<file path="config.mk">
export PLATFORM = sky130hd
export DESIGN_NAME = mpi_master
export DESIGN_NICKNAME = d
export VERILOG_FILES = /design/src/rtl/mpi_pkg.sv /design/src/rtl/mpi_phase_cnt.sv /design/src/rtl/mpi_master.sv
export SDC_FILE = /design/constraint.sdc
export NUM_CORES = 1
export LEC_CHECK = 0
export BUFFER_PORTS_ARGS = -buffer_cell sky130_fd_sc_hd__buf_2
export CORE_ASPECT_RATIO = 2
export CORE_MARGIN = 5
export CORE_UTILIZATION = 40
export DETAILED_ROUTE_END_ITERATION = 12
export GPL_TIMING_DRIVEN = 0
export PLACE_DENSITY_LB_ADDON = 0.1
export SLEW_MARGIN = 30
export SYNTH_ARGS = -nofsm -noshare
export SYNTH_HDL_FRONTEND = slang
export SYNTH_SLANG_ARGS = --single-unit
</file>
<file path="constraint.sdc">
create_clock -name clk100m -period 3.8 [get_ports clk100m]
set_input_delay 0.57 -clock clk100m [delete_from_list [all_inputs] [get_ports clk100m]]
set_output_delay 0.57 -clock clk100m [all_outputs]
set_load 0.005 [all_outputs]
</file>
<file path="src/rtl/mpi_pkg.sv">
// Shared definitions for the MPI CPU-bus initiator: bus widths, master FSM
// states, bus polarity constants and small phase helpers.
package mpi_pkg;

    localparam int MPI_AW = 25;
    localparam int MPI_DW = 16;

    typedef enum logic [2:0] {
        IDLE,
        SETUP,
        STROBE,
        HOLD,
        GAP,
        DONE
    } mpi_mst_st_t;

    localparam logic CS_ACT  = 1'b0;
    localparam logic EN_ACT  = 1'b0;
    localparam logic RDWR_RD = 1'b1;

    // Phase counter preload: a phase of N cycles counts N-1 down to zero.
    function automatic logic [3:0] phase_load(input int cyc);
        return 4'(cyc - 1);
    endfunction

    // States during which the slave is selected.
    function automatic logic is_bus(input mpi_mst_st_t st);
        return (st == SETUP) || (st == STROBE) || (st == HOLD);
    endfunction

endpackage

</file>
<file path="src/rtl/mpi_phase_cnt.sv">
// Loadable 4-bit down-counter with zero flag; times every bus phase of the
// MPI master. Load has priority over decrement; it saturates at zero.
module mpi_phase_cnt (
    input  logic       clk,
    input  logic       rst_n,
    input  logic       load,
    input  logic [3:0] load_val,
    input  logic       dec,
    output logic       zero
);

    logic [3:0] count;

    // NOTE: sequential state uses non-blocking assignments so every flop
    // samples pre-edge values regardless of process ordering.
    always_ff @(posedge clk or negedge rst_n) begin
        if (!rst_n) begin
            count <= '0;
        end else if (load) begin
            count <= load_val;
        end else if (dec && (count != 4'd0)) begin
            count <= count - 4'd1;
        end
    end

    assign zero = (count == 4'd0);

endmodule

</file>
<file path="src/rtl/mpi_master.sv">
// Initiator end of the MPI CPU bus: valid/ready commands become timed cs/strobe
// cycles. Optional write-verify readback is enabled by MPI_MASTER_WRVERIFY_EN.
module mpi_master
    import mpi_pkg::*;
#(
    parameter int SETUP_CYC  = 2,
    parameter int STROBE_CYC = 4,
    parameter int HOLD_CYC   = 1
) (
    input  logic              clk100m,
    input  logic              rst,
    input  logic              cmd_valid,
    output logic              cmd_ready,
    input  logic              cmd_rd,
    input  logic [MPI_AW-1:0] cmd_addr,
    input  logic [MPI_DW-1:0] cmd_wdata,
    output logic              rsp_valid,
    output logic [MPI_DW-1:0] rsp_rdata,
    output logic              rsp_err,
    output logic              mpi_cs,
    output logic              mpi_en,
    output logic              mpi_rdwr,
    output logic [MPI_AW-1:0] mpi_addr,
    output logic [MPI_DW-1:0] mpi_dout,
    output logic              mpi_oe,
    input  logic [MPI_DW-1:0] mpi_din
);

    localparam logic [3:0] SETUP_LD  = phase_load(SETUP_CYC);
    localparam logic [3:0] STROBE_LD = phase_load(STROBE_CYC);
    localparam logic [3:0] HOLD_LD   = phase_load(HOLD_CYC);

    mpi_mst_st_t       state, state_nxt;
    logic              cnt_load, cnt_dec, cnt_zero;
    logic [3:0]        cnt_val;
    logic              accept, sample;
    logic              rd_q;
    logic [MPI_DW-1:0] din_q;
`ifdef MPI_MASTER_WRVERIFY_EN
    logic              verify_q, verify_start;
`endif

    mpi_phase_cnt u_phase_cnt (
        .clk     (clk100m),
        .rst_n   (rst),
        .load    (cnt_load),
        .load_val(cnt_val),
        .dec     (cnt_dec),
        .zero    (cnt_zero)
    );

    // NOTE: every signal driven here gets a default first so no path can
    // leave it unassigned and infer a latch.
    always_comb begin
        state_nxt = state;
        cnt_load  = 1'b0;
        cnt_val   = '0;
        cnt_dec   = 1'b0;
        accept    = 1'b0;
`ifdef MPI_MASTER_WRVERIFY_EN
        verify_start = 1'b0;
`endif
        case (state)
            IDLE, DONE: begin
                state_nxt = IDLE;
                if (cmd_valid) begin
                    accept    = 1'b1;
                    state_nxt = SETUP;
                    cnt_load  = 1'b1;
                    cnt_val   = SETUP_LD;
                end
            end
            SETUP: begin
                if (cnt_zero) begin
                    state_nxt = STROBE;
                    cnt_load  = 1'b1;
                    cnt_val   = STROBE_LD;
                end else begin
                    cnt_dec = 1'b1;
                end
            end
            STROBE: begin
                if (cnt_zero) begin
                    state_nxt = HOLD;
                    cnt_load  = 1'b1;
                    cnt_val   = HOLD_LD;
                end else begin
                    cnt_dec = 1'b1;
                end
            end
            HOLD: begin
                if (cnt_zero) begin
`ifdef MPI_MASTER_WRVERIFY_EN
                    state_nxt = (!rd_q && !verify_q) ? GAP : DONE;
`else
                    state_nxt = DONE;
`endif
                end else begin
                    cnt_dec = 1'b1;
                end
            end
`ifdef MPI_MASTER_WRVERIFY_EN
            GAP: begin
                state_nxt    = SETUP;
                cnt_load     = 1'b1;
                cnt_val      = SETUP_LD;
                verify_start = 1'b1;
            end
`endif
            default: state_nxt = IDLE;
        endcase
    end

    // The slave's data is taken only on the edge that ends the strobe.
    assign sample = (state == STROBE) && cnt_zero;

    // Outputs are registered from the next state so the bus sees clean edges.
    always_ff @(posedge clk100m or negedge rst) begin
        if (!rst) begin
            state     <= IDLE;
            rd_q      <= 1'b0;
            din_q     <= '0;
            cmd_ready <= 1'b1;
            rsp_valid <= 1'b0;
            rsp_rdata <= '0;
            mpi_cs    <= ~CS_ACT;
            mpi_en    <= ~EN_ACT;
            mpi_rdwr  <= RDWR_RD;
            mpi_addr  <= '0;
            mpi_dout  <= '0;
            mpi_oe    <= 1'b0;
        end else begin
            state     <= state_nxt;
            cmd_ready <= (state_nxt == IDLE) || (state_nxt == DONE);
            rsp_valid <= (state_nxt == DONE);
            mpi_cs    <= is_bus(state_nxt) ? CS_ACT : ~CS_ACT;
            mpi_en    <= (state_nxt == STROBE) ? EN_ACT : ~EN_ACT;
            if (accept) begin
                rd_q     <= cmd_rd;
                mpi_rdwr <= cmd_rd;
                mpi_addr <= cmd_addr;
                mpi_dout <= cmd_wdata;
                mpi_oe   <= ~cmd_rd;
            end else if (!is_bus(state_nxt)) begin
                mpi_oe   <= 1'b0;
            end
            if (sample) begin
                din_q <= mpi_din;
            end
`ifdef MPI_MASTER_WRVERIFY_EN
            if (verify_start) begin
                mpi_rdwr <= RDWR_RD;
            end
            if (state_nxt == DONE) begin
                rsp_rdata <= (rd_q || verify_q) ? din_q : '0;
            end
`else
            if (state_nxt == DONE) begin
                rsp_rdata <= rd_q ? din_q : '0;
            end
`endif
        end
    end

`ifdef MPI_MASTER_WRVERIFY_EN
    always_ff @(posedge clk100m or negedge rst) begin
        if (!rst) begin
            verify_q <= 1'b0;
            rsp_err  <= 1'b0;
        end else begin
            if (accept) begin
                verify_q <= 1'b0;
            end else if (verify_start) begin
                verify_q <= 1'b1;
            end
            if (state_nxt == DONE) begin
                rsp_err <= verify_q && (din_q != mpi_dout);
            end
        end
    end
`else
    assign rsp_err = 1'b0;
`endif

endmodule

</file>
Yosys cells after proc, flatten, opt, wreduce, memory -nomap -nowiden
Index checks and enable logic that the tools add are counted.
{ "word_totals": {"reg_bits": 87, "inputBits": 61, "elab_cells": 58} }
{ "op_classes": {"n_addsub": 1, "eq_ne": 9, "mux": 21, "n_bitwise": 1, "n_reduce_logical": 13} }
{ "ops": {"columns": ["cell", "n"], "rows": [
  ["16-bit 2-to-1 mux", 1],
  ["3-bit by 2-bit equality test with 1-bit output, second input constant", 4],
  ["3-bit case mux with 4 select lines", 1],
  ["1-bit 2-to-1 mux", 11],
  ["3-bit 2-to-1 mux", 3],
  ["4-bit 2-to-1 mux", 2],
  ["3-bit by 1-bit equality test with 1-bit output, second input constant", 2],
  ["3-bit equality test, second input constant", 2],
  ["3-bit zero test", 2],
  ["4-bit zero test", 1],
  ["2-bit case mux with 2 select lines", 1],
  ["4-bit nonzero test", 1],
  ["2-bit OR reduction", 2],
  ["4-bit by 1-bit subtractor with 4-bit output, second input constant", 1],
  ["1-bit logical OR", 3],
  ["3-bit OR reduction", 1],
  ["1-bit logical AND", 2],
  ["2-bit 2-to-1 mux", 1],
  ["2-bit != test, second input constant", 1],
  ["1-bit case mux with 2 select lines", 1],
  ["2-bit nonzero test", 1],
  ["1-bit NOT", 1]
]} }

Depth between registers and ports, before layout
{ "depth": {"depth_word": 8, "depth_mapped": 8, "ltp_nobuf": 7} }

Cells and area by module
From an unflattened synthesis, not the netlist that was laid out.
{ "hier_totals": {"cells_unflattened": 262, "hier_area_um2": 3585.9} }
{ "by_module_without_submodules": {"columns": ["mod", "n_inst", "cells_per_inst", "area_per_inst_um2"], "rows": [
  ["mpi_master", 1, 235, 3315.7],
  ["mpi_phase_cnt", 1, 27, 270.3]
]} }

Worst setup path after synthesis
No wires, ideal clock.
{ "synth_path": {"path_type": "reg2reg", "from": "register u_phase_cnt.count[0]", "to": "register u_phase_cnt.count[1]", "arrival_time_ns": 1.609, "required_time_ns": 3.675, "slack_ns": 2.066, "path_stages_with_launch": 7, "path_buffers": 0, "synth_period_minus_slack_ns": 1.734, "cell_sequence": "dfrtp_1 > inv_1 > ha_1 > nor3b_4 > a21oi_1 > o21ai_0 > mux2_2"} }
{ "synth_between": {"elab_chain_cells": 5, "word_cells_on_any_way": 13, "classes_between": "add/sub: 1; mux: 8; reduce/logical: 4"} }
{ "synth_rtl": {"columns": ["element", "line", "rtl"], "rows": [
  ["start, declared", "mpi_phase_cnt.sv:12", "logic [3:0] count;"],
  ["start signal, assigned", "mpi_phase_cnt.sv:20", "count <= load_val;"],
  ["start signal, assigned", "mpi_phase_cnt.sv:22", "count <= count - 4'd1;"],
  ["parallel branches: the longest is 5 deep, another holds 4-bit by 1-bit subtractor with 4-bit output", null, null]
]} }
Several ways; the timed one is not identified. The select of a mux whose other input is x is not followed.
A chain may end at the register's enable or synchronous reset.

Worst setup path after layout
Same ends and word-level chain as after synthesis.

==> results.tsv <==
metric	value	unit
powerDensity	850	nW/um^2
critical_path_required	4.02	ns
worstSetupEndpointType	flip-flop	
grt_pass1_wl	13.2	mm
placedCellCount	501	
cts_tree	built	
cts_setup_buffers	0	
comb_power_share	36.9	%
grt_pass1_vias	2663	
yosysWarnings	0	
cp.buffers_inverters	1	
grt.overflow.total	0	
crit_cells	6	
insertion_delay	0.34	ns
multi_input_area	1270	um^2
swShare	31.7	%
critPathKind	reg -> reg	
r2r_end	u_phase_cnt.count[1]	
drt_iter0_markers	74	
p_int	0.00271	W
io_buffer_count	123	
dr.pass1.iters	4	
critPathMaxFanout	6	
antenna_found_initial	0	
yosysTopAreaCellShare	57.9	%
finalCritPeriodShare	53.2	%
final_common_cell	buf_2	
arrival	2.24	ns
postCtsResizedCells	0	
syn_area	3590	um^2
ys_seq_elements	87	
wl	7.77	mm
die_area	11100	um^2
fillers	828	
seq_area	2180	um^2
tns	0	ns
pwr-share-seq	40.6	%
ys_seq_area_share	60.8	%
netSwitchingPower	0.00126	W
die-height	144	um
reg2regPathDepth	6	
cts_buffers	9	
post_drt_via_cell_ratio	4.87	
rsz0062_at_grt	false	
status	finished clean	
path_cells	inv_1 > ha_1 > nor3b_4 > a21oi_1 > o21ai_0 > mux2_2	
start_util	40.4	%
core.rowCount	49	
synth_area_per_cell	13.0	um^2
slowest_stage	dfrtp_1	
fin_crit	2.02	ns
fmax	495	MHz
setup_viol	0	
final_cells	517	
synth_cell_types	35	
synth_edf_count	0	
pwr-share-clk	22.4	%
post-synth-top-area-cell	dfrtp_1	
drv_cap	0	
slowest_delay	0.38	ns
vias	2520	
maxSlewViolCount	0	
crit_path_start_kind	flip-flop	
worst_hold_path_type	in -> async	
synthTopCellsByArea	dfrtp_1 58%, mux2_2 15%, nand2_1 4.7%, mux2_4 3.8%, dfstp_2 2.9%	
final_nets	472	
place_congestion	0.838	
cts_buffer_depth	2	
cts_hold_buf	0	
p_leak	2.37	nW
layout_common_cells	126 x buf_2, 83 x dfrtp_1, 49 x mux2_2	
io-pin-count	125	
grt_max_degree	61	
synthArstFlopShare	100	%
avgRoutedWirePerCell	15.0	um
hold_viol	0	
cts-htree-levels	3	
ir_worst_vdd	371	uV
core	8890	um^2
clkSinkCount	87	
finalClockSkew	0.00784	ns
dpl.hpwl	5.88	mm
path_clk_slew	0.06	ns
clockRootBuffer	clkbuf_16	
syn_nets	337	
grt_usage	15.1	%
synthFlopType	dfrtp_1	
die_width	77.0	um
antenna_left	0	
ff2ff_setup_slack	1.78	ns
r2r_start	u_phase_cnt.count[0]	
area_growth_syn_to_layout	30.1	%
critPathTopFamily	compound AO/OA/AOI/OAI gates	
antennaDiodeCount	0	
drcViolationCount	0	
layout-drive-gt1-share	52.8	%
synth_cells	275	
-- per-stage QoR --
step / util (%) / cell area, um^2 / setup slack [ns] / power, W / hold WS [ns]
2_1_floorplan: - / 3590 / 2.07 / 0.00255 / 0.274
3_3_place_gp: 48.7 / 4330 / 1.38 / 0.00309 / 0.448
3_5_place_dp: 49.1 / 4360 / 1.76 / 0.00313 / 0.452
4_1_cts: 52.5 / 4670 / 1.75 / 0.00405 / 0.0894
5_1_grt: 52.5 / 4670 / 1.56 / 0.00429 / 0.0951
6_report: 52.5 / 4670 / 1.78 / 0.00397 / 0.0954
-- sequential cells by signal (all words and copies together), names as in the netlist --
| signal | cells |
|---|---|
| cmd_ready | 1 |
| rsp_valid | 1 |
| mpi_addr | 25 |
| din_q | 16 |
| mpi_oe | 1 |
| mpi_dout | 16 |
| u_phase_cnt.count | 4 |
| mpi_rdwr | 1 |
| rd_q | 1 |
| rsp_rdata | 16 |
| state | 3 |
| mpi_cs | 1 |
| mpi_en | 1 |
-- metal layers --
layer  part of all wire, %  track usage (%)  routed length [um]  vias to the layer above
li1                      -                -                   -                     1204
met1                    37             16.7                2840                     1222
met2                    55             26.0                4300                       85
met3                   6.6             4.71                 514                        9
met4                   1.6             7.19                 123                        0
met5                     0                0                   0                        -
-- cell families (layout without fill, tap and decap cells) --
group	after synthesis	count (layout)	share of synthesized area, %
buf+inv	21	161	3.70
xor+xnor	3	3	0.733
flops	87	87	60.8
compound gates	20	20	3.28
fa+ha+maj	1	1	0.349
other cells	1	1	0.105
simple gates	84	84	11.9
mux	58	58	19.1
-- power by group through the flow --
stage / Combinational (W) / Clock, W / Sequential (W)
after global placement: 0.00147 / 0 / 0.00162
after floorplan: 0.000907 / 0 / 0.00164
after CTS: 0.00150 / 0.000927 / 0.00162
final: 0.00147 / 0.000891 / 0.00161
after global routing: 0.00164 / 0.000973 / 0.00168
after detailed placement: 0.00150 / 0 / 0.00163
-- Yosys cell counts (2+ instances only) --
master,number
a21oi_1,5
buf_2,4
buf_6,6
clkbuf_1,3
dfrtp_1,83
dfstp_2,4
inv_1,6
mux2_2,49
mux2_4,9
nand2_1,45
nand2b_1,2
nand3_1,19
nor2_1,5
nor2b_1,4
o21ai_0,8
o22ai_1,2
xnor2_1,3
-- final cells by class --
type,instances,area share [%]
flip-flops and latches,87,46.7
clock buffers,9,4.82
clock inverters,7,1.69
inverters,7,0.563
repair buffers,124,13.9
plain buffers,14,2.28
well taps,102,2.73
multi-input cells,167,27.3
-- worst max path at each step --
| stage | start | endpoint | slack, ns |
|---|---|---|---|
| global placement | rst | din_q[10] | 1.38 |
| finish | u_phase_cnt.count[0] | u_phase_cnt.count[1] | 1.78 |
| CTS | u_phase_cnt.count[0] | u_phase_cnt.count[1] | 1.75 |
| detailed placement | u_phase_cnt.count[0] | u_phase_cnt.count[1] | 1.76 |
| floorplan | u_phase_cnt.count[0] | u_phase_cnt.count[1] | 2.07 |
| global route | u_phase_cnt.count[0] | u_phase_cnt.count[1] | 1.56 |
Note: power is estimated with default switching activity, not from simulation.
